<file path="src/rtl/axi_lite_regfile_disp_if.sv">
// Bus bundle between the switch/button master logic and the register slave.
// Signal prefixes show the driver: ms_* come from the master, sm_* from the slave.
// Five independent channels:
//   AW  ms_awvalid, ms_awaddr, sm_awready   write address
//   W   ms_wvalid,  ms_wdata,  sm_wready    write data
//   B   sm_bvalid,  sm_bresp,  ms_bready    write response (00 OKAY, 10 SLVERR)
//   AR  ms_arvalid, ms_araddr, sm_arready   read address
//   R   sm_rvalid,  sm_rdata,  sm_rresp, ms_rready   read data and response
interface axi_lite_regfile_disp_if #(
   parameter int ADDR_W = 4,
   parameter int DATA_W = 8
);
   logic              ms_awvalid;
   logic [ADDR_W-1:0] ms_awaddr;
   logic              sm_awready;
   logic              ms_wvalid;
   logic [DATA_W-1:0] ms_wdata;
   logic              sm_wready;
   logic              sm_bvalid;
   logic [1:0]        sm_bresp;
   logic              ms_bready;
   logic              ms_arvalid;
   logic [ADDR_W-1:0] ms_araddr;
   logic              sm_arready;
   logic              sm_rvalid;
   logic [DATA_W-1:0] sm_rdata;
   logic [1:0]        sm_rresp;
   logic              ms_rready;

   modport master (
      output ms_awvalid, ms_awaddr, ms_wvalid, ms_wdata, ms_bready,
             ms_arvalid, ms_araddr, ms_rready,
      input  sm_awready, sm_wready, sm_bvalid, sm_bresp,
             sm_arready, sm_rvalid, sm_rdata, sm_rresp
   );

   modport slave (
      input  ms_awvalid, ms_awaddr, ms_wvalid, ms_wdata, ms_bready,
             ms_arvalid, ms_araddr, ms_rready,
      output sm_awready, sm_wready, sm_bvalid, sm_bresp,
             sm_arready, sm_rvalid, sm_rdata, sm_rresp
   );
endinterface

</file>
<file path="src/rtl/axi_lite_regfile_disp.sv">
// AXI-Lite-style register slave holding DEPTH x DATA_W registers. Writes and
// reads run on independent state machines; out-of-range addresses answer
// SLVERR. The low nibble of every OKAY read is shown on a seven-segment digit.
// Ports:
//   clk         rising-edge clock
//   reset       synchronous, active-high
//   bus         slave side of the AW/W/B/AR/R bundle
//   disp_hex_r  {dp,g,f,e,d,c,b,a}, active-high segments
module axi_lite_regfile_disp #(
   parameter int ADDR_W = 4,
   parameter int DATA_W = 8,
   parameter int DEPTH  = 12
) (
   input  logic                      clk,
   input  logic                      reset,
   axi_lite_regfile_disp_if.slave    bus,
   output logic [7:0]                disp_hex_r
);
   localparam logic [1:0] RESP_OKAY   = 2'b00;
   localparam logic [1:0] RESP_SLVERR = 2'b10;

   typedef enum logic {W_COLLECT, W_RESP} w_state_t;
   typedef enum logic {R_ADDR, R_DATA} r_state_t;

   function automatic logic addr_mapped(input logic [ADDR_W-1:0] a);
      return 32'(a) < DEPTH;
   endfunction

   function automatic logic [7:0] seg_encode(input logic [3:0] n);
      case (n)
         4'h0: return 8'h3F;
         4'h1: return 8'h06;
         4'h2: return 8'h5B;
         4'h3: return 8'h4F;
         4'h4: return 8'h66;
         4'h5: return 8'h6D;
         4'h6: return 8'h7D;
         4'h7: return 8'h07;
         4'h8: return 8'h7F;
         4'h9: return 8'h6F;
         4'hA: return 8'h77;
         4'hB: return 8'h7C;
         4'hC: return 8'h39;
         4'hD: return 8'h5E;
         4'hE: return 8'h79;
         default: return 8'h71;
      endcase
   endfunction

   w_state_t          w_state_q, w_state_d;
   logic              aw_cap_q, aw_cap_d;
   logic              w_cap_q, w_cap_d;
   logic [ADDR_W-1:0] awaddr_q, awaddr_d;
   logic [DATA_W-1:0] wdata_q, wdata_d;
   logic              awready_q, awready_d;
   logic              wready_q, wready_d;
   logic              bvalid_q, bvalid_d;
   logic [1:0]        bresp_q, bresp_d;
   logic [DATA_W-1:0] mem_q [DEPTH];
   logic [DATA_W-1:0] mem_d [DEPTH];

   r_state_t          r_state_q, r_state_d;
   logic              arready_q, arready_d;
   logic              rvalid_q, rvalid_d;
   logic [DATA_W-1:0] rdata_q, rdata_d;
   logic [1:0]        rresp_q, rresp_d;
   logic [7:0]        disp_q, disp_d;

   logic              aw_hs, w_hs, ar_hs;
   logic [ADDR_W-1:0] wr_addr;
   logic [DATA_W-1:0] wr_data;

   assign aw_hs = bus.ms_awvalid && awready_q;
   assign w_hs  = bus.ms_wvalid && wready_q;
   assign ar_hs = bus.ms_arvalid && arready_q;

   // Whichever half arrives last is taken straight from the bus so the write
   // commits on that same edge instead of one cycle later.
   assign wr_addr = aw_cap_q ? awaddr_q : bus.ms_awaddr;
   assign wr_data = w_cap_q  ? wdata_q  : bus.ms_wdata;

   always_comb begin
      w_state_d = w_state_q;
      aw_cap_d  = aw_cap_q;
      w_cap_d   = w_cap_q;
      awaddr_d  = awaddr_q;
      wdata_d   = wdata_q;
      awready_d = awready_q;
      wready_d  = wready_q;
      bvalid_d  = bvalid_q;
      bresp_d   = bresp_q;
      mem_d     = mem_q;
      case (w_state_q)
         W_COLLECT: begin
            if (aw_hs) begin
               aw_cap_d  = 1'b1;
               awaddr_d  = bus.ms_awaddr;
               awready_d = 1'b0;
            end
            if (w_hs) begin
               w_cap_d  = 1'b1;
               wdata_d  = bus.ms_wdata;
               wready_d = 1'b0;
            end
            if ((aw_cap_q || aw_hs) && (w_cap_q || w_hs)) begin
               if (addr_mapped(wr_addr)) begin
                  mem_d[wr_addr] = wr_data;
                  bresp_d        = RESP_OKAY;
               end else begin
                  bresp_d = RESP_SLVERR;
               end
               bvalid_d  = 1'b1;
               awready_d = 1'b0;
               wready_d  = 1'b0;
               w_state_d = W_RESP;
            end
         end
         default: begin
            if (bus.ms_bready) begin
               bvalid_d  = 1'b0;
               aw_cap_d  = 1'b0;
               w_cap_d   = 1'b0;
               awready_d = 1'b1;
               wready_d  = 1'b1;
               w_state_d = W_COLLECT;
            end
         end
      endcase
   end

   // Reads sample mem_q, so a read committing alongside a write to the same
   // address returns the pre-write value.
   always_comb begin
      r_state_d = r_state_q;
      arready_d = arready_q;
      rvalid_d  = rvalid_q;
      rdata_d   = rdata_q;
      rresp_d   = rresp_q;
      disp_d    = disp_q;
      case (r_state_q)
         R_ADDR: begin
            if (ar_hs) begin
               if (addr_mapped(bus.ms_araddr)) begin
                  rdata_d = mem_q[bus.ms_araddr];
                  rresp_d = RESP_OKAY;
               end else begin
                  rdata_d = '0;
                  rresp_d = RESP_SLVERR;
               end
               rvalid_d  = 1'b1;
               arready_d = 1'b0;
               r_state_d = R_DATA;
            end
         end
         default: begin
            if (bus.ms_rready) begin
               if (rresp_q == RESP_OKAY) disp_d = seg_encode(rdata_q[3:0]);
               rvalid_d  = 1'b0;
               arready_d = 1'b1;
               r_state_d = R_ADDR;
            end
         end
      endcase
   end

   always_ff @(posedge clk) begin
      if (reset) begin
         w_state_q <= W_COLLECT;
         aw_cap_q  <= 1'b0;
         w_cap_q   <= 1'b0;
         awaddr_q  <= '0;
         wdata_q   <= '0;
         awready_q <= 1'b1;
         wready_q  <= 1'b1;
         bvalid_q  <= 1'b0;
         bresp_q   <= RESP_OKAY;
         for (int i = 0; i < DEPTH; i++) mem_q[i] <= '0;
         r_state_q <= R_ADDR;
         arready_q <= 1'b1;
         rvalid_q  <= 1'b0;
         rdata_q   <= '0;
         rresp_q   <= RESP_OKAY;
         disp_q    <= 8'h3F;
      end else begin
         w_state_q <= w_state_d;
         aw_cap_q  <= aw_cap_d;
         w_cap_q   <= w_cap_d;
         awaddr_q  <= awaddr_d;
         wdata_q   <= wdata_d;
         awready_q <= awready_d;
         wready_q  <= wready_d;
         bvalid_q  <= bvalid_d;
         bresp_q   <= bresp_d;
         mem_q     <= mem_d;
         r_state_q <= r_state_d;
         arready_q <= arready_d;
         rvalid_q  <= rvalid_d;
         rdata_q   <= rdata_d;
         rresp_q   <= rresp_d;
         disp_q    <= disp_d;
      end
   end

   assign bus.sm_awready = awready_q;
   assign bus.sm_wready  = wready_q;
   assign bus.sm_bvalid  = bvalid_q;
   assign bus.sm_bresp   = bresp_q;
   assign bus.sm_arready = arready_q;
   assign bus.sm_rvalid  = rvalid_q;
   assign bus.sm_rdata   = rdata_q;
   assign bus.sm_rresp   = rresp_q;
   assign disp_hex_r     = disp_q;
endmodule

</file>
<file path="src/flat_wrapper.sv">
// flat-port wrapper written by rule: the top's interface ports become plain ports
module axi_lite_regfile_disp_flat 
#(
   parameter int ADDR_W = 4,
   parameter int DATA_W = 8,
   parameter int DEPTH  = 12
)
  (clk, reset, disp_hex_r, bus_ms_awvalid, bus_ms_awaddr, bus_ms_wvalid, bus_ms_wdata, bus_ms_bready, bus_ms_arvalid, bus_ms_araddr, bus_ms_rready, bus_sm_awready, bus_sm_wready, bus_sm_bvalid, bus_sm_bresp, bus_sm_arready, bus_sm_rvalid, bus_sm_rdata, bus_sm_rresp);
  axi_lite_regfile_disp_if #(.ADDR_W(ADDR_W), .DATA_W(DATA_W)) bus_i ();
  input  logic clk;
  input  logic reset;
  output logic [7:0] disp_hex_r;
  input wire logic [$bits(bus_i.ms_awvalid)-1:0] bus_ms_awvalid;
  input wire logic [$bits(bus_i.ms_awaddr)-1:0] bus_ms_awaddr;
  input wire logic [$bits(bus_i.ms_wvalid)-1:0] bus_ms_wvalid;
  input wire logic [$bits(bus_i.ms_wdata)-1:0] bus_ms_wdata;
  input wire logic [$bits(bus_i.ms_bready)-1:0] bus_ms_bready;
  input wire logic [$bits(bus_i.ms_arvalid)-1:0] bus_ms_arvalid;
  input wire logic [$bits(bus_i.ms_araddr)-1:0] bus_ms_araddr;
  input wire logic [$bits(bus_i.ms_rready)-1:0] bus_ms_rready;
  output wire logic [$bits(bus_i.sm_awready)-1:0] bus_sm_awready;
  output wire logic [$bits(bus_i.sm_wready)-1:0] bus_sm_wready;
  output wire logic [$bits(bus_i.sm_bvalid)-1:0] bus_sm_bvalid;
  output wire logic [$bits(bus_i.sm_bresp)-1:0] bus_sm_bresp;
  output wire logic [$bits(bus_i.sm_arready)-1:0] bus_sm_arready;
  output wire logic [$bits(bus_i.sm_rvalid)-1:0] bus_sm_rvalid;
  output wire logic [$bits(bus_i.sm_rdata)-1:0] bus_sm_rdata;
  output wire logic [$bits(bus_i.sm_rresp)-1:0] bus_sm_rresp;
  assign bus_i.ms_awvalid = bus_ms_awvalid;
  assign bus_i.ms_awaddr = bus_ms_awaddr;
  assign bus_i.ms_wvalid = bus_ms_wvalid;
  assign bus_i.ms_wdata = bus_ms_wdata;
  assign bus_i.ms_bready = bus_ms_bready;
  assign bus_i.ms_arvalid = bus_ms_arvalid;
  assign bus_i.ms_araddr = bus_ms_araddr;
  assign bus_i.ms_rready = bus_ms_rready;
  assign bus_sm_awready = bus_i.sm_awready;
  assign bus_sm_wready = bus_i.sm_wready;
  assign bus_sm_bvalid = bus_i.sm_bvalid;
  assign bus_sm_bresp = bus_i.sm_bresp;
  assign bus_sm_arready = bus_i.sm_arready;
  assign bus_sm_rvalid = bus_i.sm_rvalid;
  assign bus_sm_rdata = bus_i.sm_rdata;
  assign bus_sm_rresp = bus_i.sm_rresp;
  axi_lite_regfile_disp #(.ADDR_W(ADDR_W), .DATA_W(DATA_W), .DEPTH(DEPTH)) u_core (.clk(clk), .reset(reset), .bus(bus_i), .disp_hex_r(disp_hex_r));
endmodule
</file>
<file path="config.mk">
export PLATFORM = sky130hd
export DESIGN_NAME = axi_lite_regfile_disp_flat
export DESIGN_NICKNAME = d
export VERILOG_FILES = /design/src/rtl/axi_lite_regfile_disp_if.sv /design/src/rtl/axi_lite_regfile_disp.sv /design/src/flat_wrapper.sv
export SDC_FILE = /design/constraint.sdc
export NUM_CORES = 1
export LEC_CHECK = 0
export BUFFER_PORTS_ARGS = -buffer_cell sky130_fd_sc_hd__buf_2
export CORE_ASPECT_RATIO = 0.7
export CORE_UTILIZATION = 45
export CTS_BUF_LIST = sky130_fd_sc_hd__clkbuf_8
export DETAILED_ROUTE_END_ITERATION = 10
export GPL_TIMING_DRIVEN = 0
export SETUP_SLACK_MARGIN = 0.2
export SLEW_MARGIN = 20
export SYNTH_ARGS = -nofsm -noshare
export SYNTH_HDL_FRONTEND = slang
export SYNTH_SLANG_ARGS = --single-unit
export TNS_END_PERCENT = 20
</file>
<file path="constraint.sdc">
create_clock -name clk -period 3.6 [get_ports clk]
set_clock_uncertainty 0.2 [all_clocks]
set_input_delay 0.72 -clock clk [delete_from_list [all_inputs] [get_ports clk]]
set_output_delay 0.72 -clock clk [all_outputs]
set_load 0.005 [all_outputs]
</file>
==> results_dict.tcl, run 1 <==
set metrics [dict create \
    status "finished, final reports clean" \
    maxSlewViolCount 0 \
    grt_pass1_vias 4693 \
    grt_usage_pct 23.81 \
    portBuffers 42 \
    crit_fanout 10 \
    ys_seq_elements 134 \
    final_area_sq_um 7328 \
    vias 4770 \
    clock_latency_ns 0.43 \
    power_switching_uw 865.4 \
    drc 0 \
    cts_tree "built" \
    seq_area_frac_synth_pct 41.82 \
    p_seq_share_pct 45.9 \
    ctsRootBufferMaster "clkbuf_8" \
    maxCapViolations 0 \
    io_pins 48 \
    antenna_cells_inserted 0 \
    hold_viol_final 0 \
    dp_hpwl_mm 12.13 \
    min_from "u_core.bus.sm_bvalid" \
    p_clk_share_pct 42.6 \
    synthCells 630 \
    cts_sinks 134 \
    wl_mm 16.72 \
    power.density_nw_per_um2 462.8 \
    synthArstFlopShare_pct 0 \
    synth.distinct_cells 45 \
    cp-end-kind "flop" \
    postCtsSetupBuffers 0 \
    swShare_pct 25.52 \
    fin_setup_tns_ns 0 \
    routed_via_density 5.330 \
    row_count 36 \
    synthFlopType "dfxtp_1" \
    cts_resized 0 \
    rrSetupSlack_ns 1.46 \
    cell_internal_pwr_mw 2.526 \
    holdPathEnd "u_core.bus.sm_bvalid" \
    nets 723 \
    routedWlPerCell_um 18.68 \
    fmax_mhz 379.5 \
    drtIter0Drc 242 \
    gp_congestion 0.8296 \
    grt_start_max_net_pins 17 \
    grt_pass1_wl_mm 25.92 \
    dpl_cell_area_sq_um 6870 \
    die_area_sq_um 14740 \
    die_x_um 144.7 \
    core-area_sq_um 13920 \
    r2r_cells 6 \
    rsz0062_at_grt "no" \
    htreeDepth 4 \
    cts_made_buffers 17 \
    crit_arrival_ns 2.73 \
    ant_nets 0 \
    initial_core_util_pct 46.09 \
    period_needed_ns 2.635 \
    ctsHoldBuffers 0 \
    worst-setup-path-type "primary input to flop" \
    setup_viol 0 \
    dieHeight_um 101.9 \
    min-delay-path-class "flop to flop" \
    clockBufferDepth 2 \
    crit_path_start_kind "primary input" \
    hold_depth 2 \
    drive_gt1_share_pct 16.88 \
    post-route-period-util_pct 73.19 \
    clkTransAtPathRegs_ns 0.08 \
    syn_area_sq_um 6415 \
    first_pass_iters 4 \
    timing.rr.start "u_core.aw_cap_q" \
    required_ns 3.70 \
    p_leak_nw 3.121 \
    tightestPinTransition_ns 0.7363 \
    peakVddDrop_mv 0.2495 \
    syn2layout_area_growth_pct 14.24 \
    grt_antenna_before_repair 0 \
    syn_area_per_cell_sq_um 10.18 \
    slew_headroom_pct 50.91 \
    grt_overflow 0 \
    pwr-share-comb_pct 11.4 \
    yosysWarnings 0 \
    synth_edf_count 0 \
    r2r_end "u_core.mem_q[30]" \
]
[cell type report]
cell class / instances / area [sq um]
multi-input cells: 443 / 3451
inverters: 4 / 15.01
fillers: 1277 / 6590
well taps: 190 / 237.7
repair buffers: 42 / 210.2
flip-flops and latches: 134 / 2683
plain buffers: 51 / 279.0
clock inverters: 13 / 205.2
clock buffers: 18 / 247.7
[synth_stat cells, types with 9 or more instances]
library cell    n  area, sq um
a21oi_1        11        55.05
buf_4          11        82.58
clkbuf_1       28        105.1
dfxtp_1       134         2683
mux2i_1       168         1682
nand2_1        11        41.29
nand2b_1      105        656.9
nor2_1         36        135.1
o22ai_1         9        56.30
or2_2          11        68.82
[critical path, cell delays in order]
cell and delay (ns):
clkbuf_1 0.48, clkbuf_1 0.40, clkbuf_1 0.52, clkbuf_1 0.49, nor2_1 0.10
[power groups by stage]
stage | Combinational (mW) | Clock (mW) | Sequential [mW]
after floorplan | 0.266 | 0 | 1.59
after global placement | 0.377 | 0 | 1.59
after detailed placement | 0.386 | 0 | 1.59
after CTS | 0.388 | 1.46 | 1.56
after global routing | 0.419 | 1.52 | 1.56
final | 0.387 | 1.45 | 1.56
[metrics by stage]
stage / utilization (%) / worst slack [ns] / instances / total power, mW / hold WS (ns)
2_1_floorplan: - / 1.336 / 632 / 1.853 / 0.2480
3_3_place_gp: 49.36 / 0.6214 / 864 / 1.966 / 0.2409
3_5_place_dp: 49.36 / 0.5459 / 864 / 1.978 / 0.2551
4_1_cts: 52.62 / 0.9903 / 895 / 3.404 / 0.2664
5_1_grt: 52.65 / 0.8270 / 895 / 3.502 / 0.2945
6_report: 52.65 / 0.9652 / 895 / 3.391 / 0.2605
[routing by layer]
layer  part of all wire, %  vias up  track usage (%)
met4                  0.59        0            4.615
met3                   3.5       10            4.405
met5                     0        -                0
met2                    46       86            38.28
met1                    50     2360            33.51
li1                      -     2314                -
[worst max-delay path by stage]
stage	from	end	slack, ns	cells after the start
2_1_floorplan	bus_ms_araddr[1]	u_core.bus.sm_rdata[2]	1.34	6
3_3_place_gp	reset	u_core.wdata_q[2]	0.62	5
3_5_place_dp	reset	u_core.wdata_q[1]	0.55	5
4_1_cts	reset	u_core.wdata_q[2]	0.99	5
5_1_grt	reset	u_core.wdata_q[3]	0.83	5
6_report	reset	u_core.wdata_q[6]	0.97	5
[cell families after synthesis]
| kind of cell | synth area share (%) |
|---|---|
| AO/OA/AOI/OAI | 7.119 |
| adder cells (fa/ha/maj) | 1.365 |
| buffers and inverters | 4.583 |
| flip-flops | 41.82 |
| multiplexers | 26.74 |
| other | 0.05846 |
| AND/OR/NAND/NOR | 18.31 |
[sequential cells by signal, summed over array words and instances (netlist names)]
name and cells:
u_core.bus.sm_bvalid 1, u_core.disp_hex_r 7, u_core.bus.sm_arready 1, u_core.aw_cap_q 1
u_core.bus.sm_wready 1, u_core.bus.sm_rdata 8, u_core.w_cap_q 1, u_core.w_state_q 1
u_core.wdata_q 8, u_core.bus.sm_awready 1, u_core.awaddr_q 4, u_core.bus.sm_bresp 1
u_core.r_state_q 1, u_core.bus.sm_rvalid 1, u_core.mem_q 96, u_core.bus.sm_rresp 1
[layout by cell type (no fill, tap or decap), types with 4 or more instances in the layout]
| cell | Yosys | final |
|---|---|---|
| clkbuf_8 | 0 | 18 |
| inv_1 | 3 | 4 |
| buf_2 | 5 | 47 |
| a211o_1 | 7 | 7 |
| dfxtp_1 | 134 | 134 |
| nand2_1 | 11 | 11 |
| nand3_2 | 6 | 6 |
| a32o_1 | 8 | 8 |
| buf_4 | 11 | 11 |
| o22ai_1 | 9 | 9 |
| nor2_1 | 36 | 36 |
| or2_2 | 11 | 11 |
| nand2b_1 | 105 | 105 |
| and3_1 | 6 | 6 |
| a21oi_1 | 11 | 11 |
| ha_1 | 7 | 7 |
| nor2b_1 | 4 | 4 |
| a22oi_1 | 8 | 8 |
| clkbuf_1 | 28 | 28 |
| a211oi_1 | 5 | 4 |
| mux2i_1 | 168 | 168 |
| or4_1 | 8 | 8 |
| bufinv_16 | 0 | 5 |
Power figures use the tool's default switching activity.
==> run 2: changes to the inputs <==
--- a/config.mk
+++ b/config.mk
@@ -5,6 +5,7 @@
 export SDC_FILE = /design/constraint.sdc
 export NUM_CORES = 1
 export LEC_CHECK = 0
+export ABC_AREA = 1
 export BUFFER_PORTS_ARGS = -buffer_cell sky130_fd_sc_hd__buf_2
 export CORE_ASPECT_RATIO = 0.7
 export CORE_UTILIZATION = 45
==> constraint.sdc (replaced) <==
create_clock -name clk -period 2.3 [get_ports clk]
set_clock_uncertainty 0.2 [all_clocks]
set_input_delay 0.46 -clock clk [delete_from_list [all_inputs] [get_ports clk]]
set_output_delay 0.46 -clock clk [all_outputs]
set_load 0.005 [all_outputs]
==> run 2 against run 1 <==
Against the previous run: combinational power grew to 2.8 times the previous value; cell area is 0.97% higher; worst setup slack worse by 0.86 ns; power is 75% higher; via count is 34% higher; final cell count is 35% higher; register-to-register slack worse by 1.4 ns; synthesized area is 0.72% higher; global-route usage is 4.3 points higher.
==> results_dict.tcl, run 2 <==
set metrics [dict create \
    syn_area_sq_um 6461 \
    p_seq_share_pct 41.6 \
    routedWlPerCell_um 16.47 \
    grt_antenna_before_repair 0 \
    grt_usage_pct 28.12 \
    dp_hpwl_mm 14.04 \
    worst-setup-path-type "flop to flop" \
    synth.most_common_cell "nand2_1" \
    clock_latency_ns 0.45 \
    maxSlewViolCount 0 \
    grt_pass1_wl_mm 31.98 \
    ys_seq_elements 134 \
    cts_sinks 134 \
    ant_nets 0 \
    crit_fanout 10 \
    instances_no_fill 1206 \
    status "finished, final reports clean" \
    maxCapViolations 0 \
    ctsRootBufferMaster "clkbuf_8" \
    syn_area_per_cell_sq_um 6.859 \
    core-area_sq_um 13960 \
    swShare_pct 30.49 \
    first_pass_iters 8 \
    grt_pass1_vias 5738 \
    hold_viol_final 0 \
    initial_core_util_pct 46.27 \
    post-route-period-util_pct 95.38 \
    wl_mm 19.86 \
    grt_start_max_net_pins 17 \
    p_leak_nw 2.873 \
    drive_gt1_share_pct 13.78 \
    crit_arrival_ns 2.36 \
    synth.distinct_cells 28 \
    p_clk_share_pct 40.3 \
    vias 6382 \
    rsz0062_at_grt "yes" \
    yosys.area.top_type "dfxtp_1" \
    synth_area_leaders "dfxtp_1, nand2_1, nand3_1" \
    gp_congestion 0.9026 \
    syn2layout_area_growth_pct 14.52 \
    clockBufferDepth 2 \
    final_common_cell "nand2_1" \
    cp-end-kind "flop" \
    power.density_nw_per_um2 801.6 \
    place_ws_ns -0.06669 \
    cts_made_buffers 17 \
    cell_internal_pwr_mw 4.123 \
    portBuffers 40 \
    top_register "u_core.mem_q" \
    pwr-share-comb_pct 18.1 \
    synthArstFlopShare_pct 0 \
    clkTransAtPathRegs_ns 0.08 \
    grt_overflow 0 \
    dp.cells 1174 \
    io_pins 48 \
    final_area_sq_um 7400 \
    routed_via_density 5.292 \
    dpl_cell_area_sq_um 6907 \
    peakVddDrop_mv 0.3859 \
    period_needed_ns 2.194 \
    required_ns 2.47 \
    final_cell_mix "nand2_1, nand3_1, dfxtp_1, a21oi_1, inv_1" \
    htreeDepth 4 \
    drc 0 \
    synthFlopType "dfxtp_1" \
    slew_headroom_pct 44.89 \
    min-delay-path-class "primary input to flop" \
    die_x_um 145.2 \
    die_area_sq_um 14850 \
    nets 1034 \
    drtIter0Drc 755 \
    holdWs_ns 0.05936 \
    finalWorstSetupSlack_ns 0.1063 \
    crit_path_start_kind "flop" \
    yosysWarnings 0 \
    antenna_cells_inserted 0 \
    dieHeight_um 102.3 \
    power_switching_mw 1.809 \
    cts_tree "built" \
    setup_viol 0 \
    synthCells 942 \
    synth_common_cells "nand2_1, nand3_1, dfxtp_1" \
    row_count 36 \
    fmax_mhz 455.9 \
    seq_area_frac_synth_pct 41.52 \
    final.fill_count 1446 \
    largest_reg_flops 96 \
    synth_edf_count 0 \
    tightestPinTransition_ns 0.8267 \
    yosys.area.top_type_share_pct 41.52 \
]
[run 2: cell count changes after synthesis, moves of 28 or more]
cell | before | now
inv_1 | 3 | 70
a21oi_1 | 11 | 122
o21ai_0 | 2 | 30
nand2_1 | 11 | 271
nand3_1 | 3 | 174
nand2b_1 | 105 | 0
mux2i_1 | 168 | 0
[run 2: power by group through the flow]
stage / Clock [mW] / Sequential (mW) / Combinational, mW
after detailed placement: 0 / 2.52 / 1.05
after floorplan: 0 / 2.52 / 0.709
final: 2.39 / 2.47 / 1.07
after CTS: 2.42 / 2.47 / 1.05
after global placement: 0 / 2.52 / 1.04
after global routing: 2.51 / 2.48 / 1.17
[run 2: per-layer routing]
layer	global-route usage (%)	part of all wire, %	wire length [um]	vias to the layer above
met1	43.75	52	10260	2921
met3	4.464	8.3	1652	18
met2	39.24	39	7724	243
met5	0	0	0	-
met4	7.854	1.1	222	0
li1	-	-	-	3200
[run 2: cells by family (layout without fill, tap and decap cells)]
family / after synthesis / in the layout / share of synthesized area [%]
and+or+nand+nor: 502 / 502 / 34.93
AOI/OAI and AO/OA: 165 / 165 / 13.19
DFF: 134 / 134 / 41.52
buffers and inverters: 133 / 205 / 8.946
adders and majority gates: 7 / 7 / 1.355
other: 1 / 3 / 0.05804
[run 2: through the flow]
stage,setup TNS (ns),power (mW),util (%)
2_1_floorplan,0,3.224,-
3_3_place_gp,-0.6192,3.565,49.46
3_5_place_dp,-0.6172,3.567,49.46
4_1_cts,0,5.936,52.98
5_1_grt,0,6.166,52.99
6_report,0,5.932,52.99
[run 2: layout make-up]
cell class / count / area, sq um / area share [%]
Timing Repair Buffer: 41 / 210.2 / 2.841
Multi-Input combinational cell: 677 / 3208 / 43.35
Inverter: 73 / 276.5 / 3.737
Clock buffer: 18 / 247.7 / 3.348
Buffer: 60 / 306.5 / 4.143
Clock inverter: 13 / 230.2 / 3.111
Tap cell: 190 / 237.7 / 3.213
Sequential cell: 134 / 2683 / 36.25
[run 2: what timing repair did]
| action | 4_1_cts | 5_1_grt |
|---|---|---|
| gates resized for setup | 3 | 2 |
| gates cloned | 0 | 0 |
| buffers inserted | 0 | 0 |
| setup endpoints to repair | 44 | 37 |
| hold buffers | 1 | 0 |
| hold endpoints to repair | 1 | 0 |
[run 2: path summary, 6_finish.rpt]
| kind | from | endpoint | slack, ns | cells past startpoint |
|---|---|---|---|---|
| worst max-delay path | u_core.w_cap_q | u_core.mem_q[51] | 0.11 | 6 |
| worst min-delay path | bus_ms_wdata[7] | u_core.wdata_q[7] | 0.06 | 3 |
| worst max register to register | u_core.w_cap_q | u_core.mem_q[51] | 0.11 | 6 |
| worst min register to register | u_core.awaddr_q[0] | u_core.awaddr_q[0] | 0.26 | 2 |
[run 2: worst max-delay path, stage by stage, from the launching register on]
cell      delay, ns
dfxtp_1        0.30
buf_4          0.16
buf_6          0.14
o21ai_1        0.31
clkbuf_1       0.66
nand3_1        0.16
a21oi_1        0.17
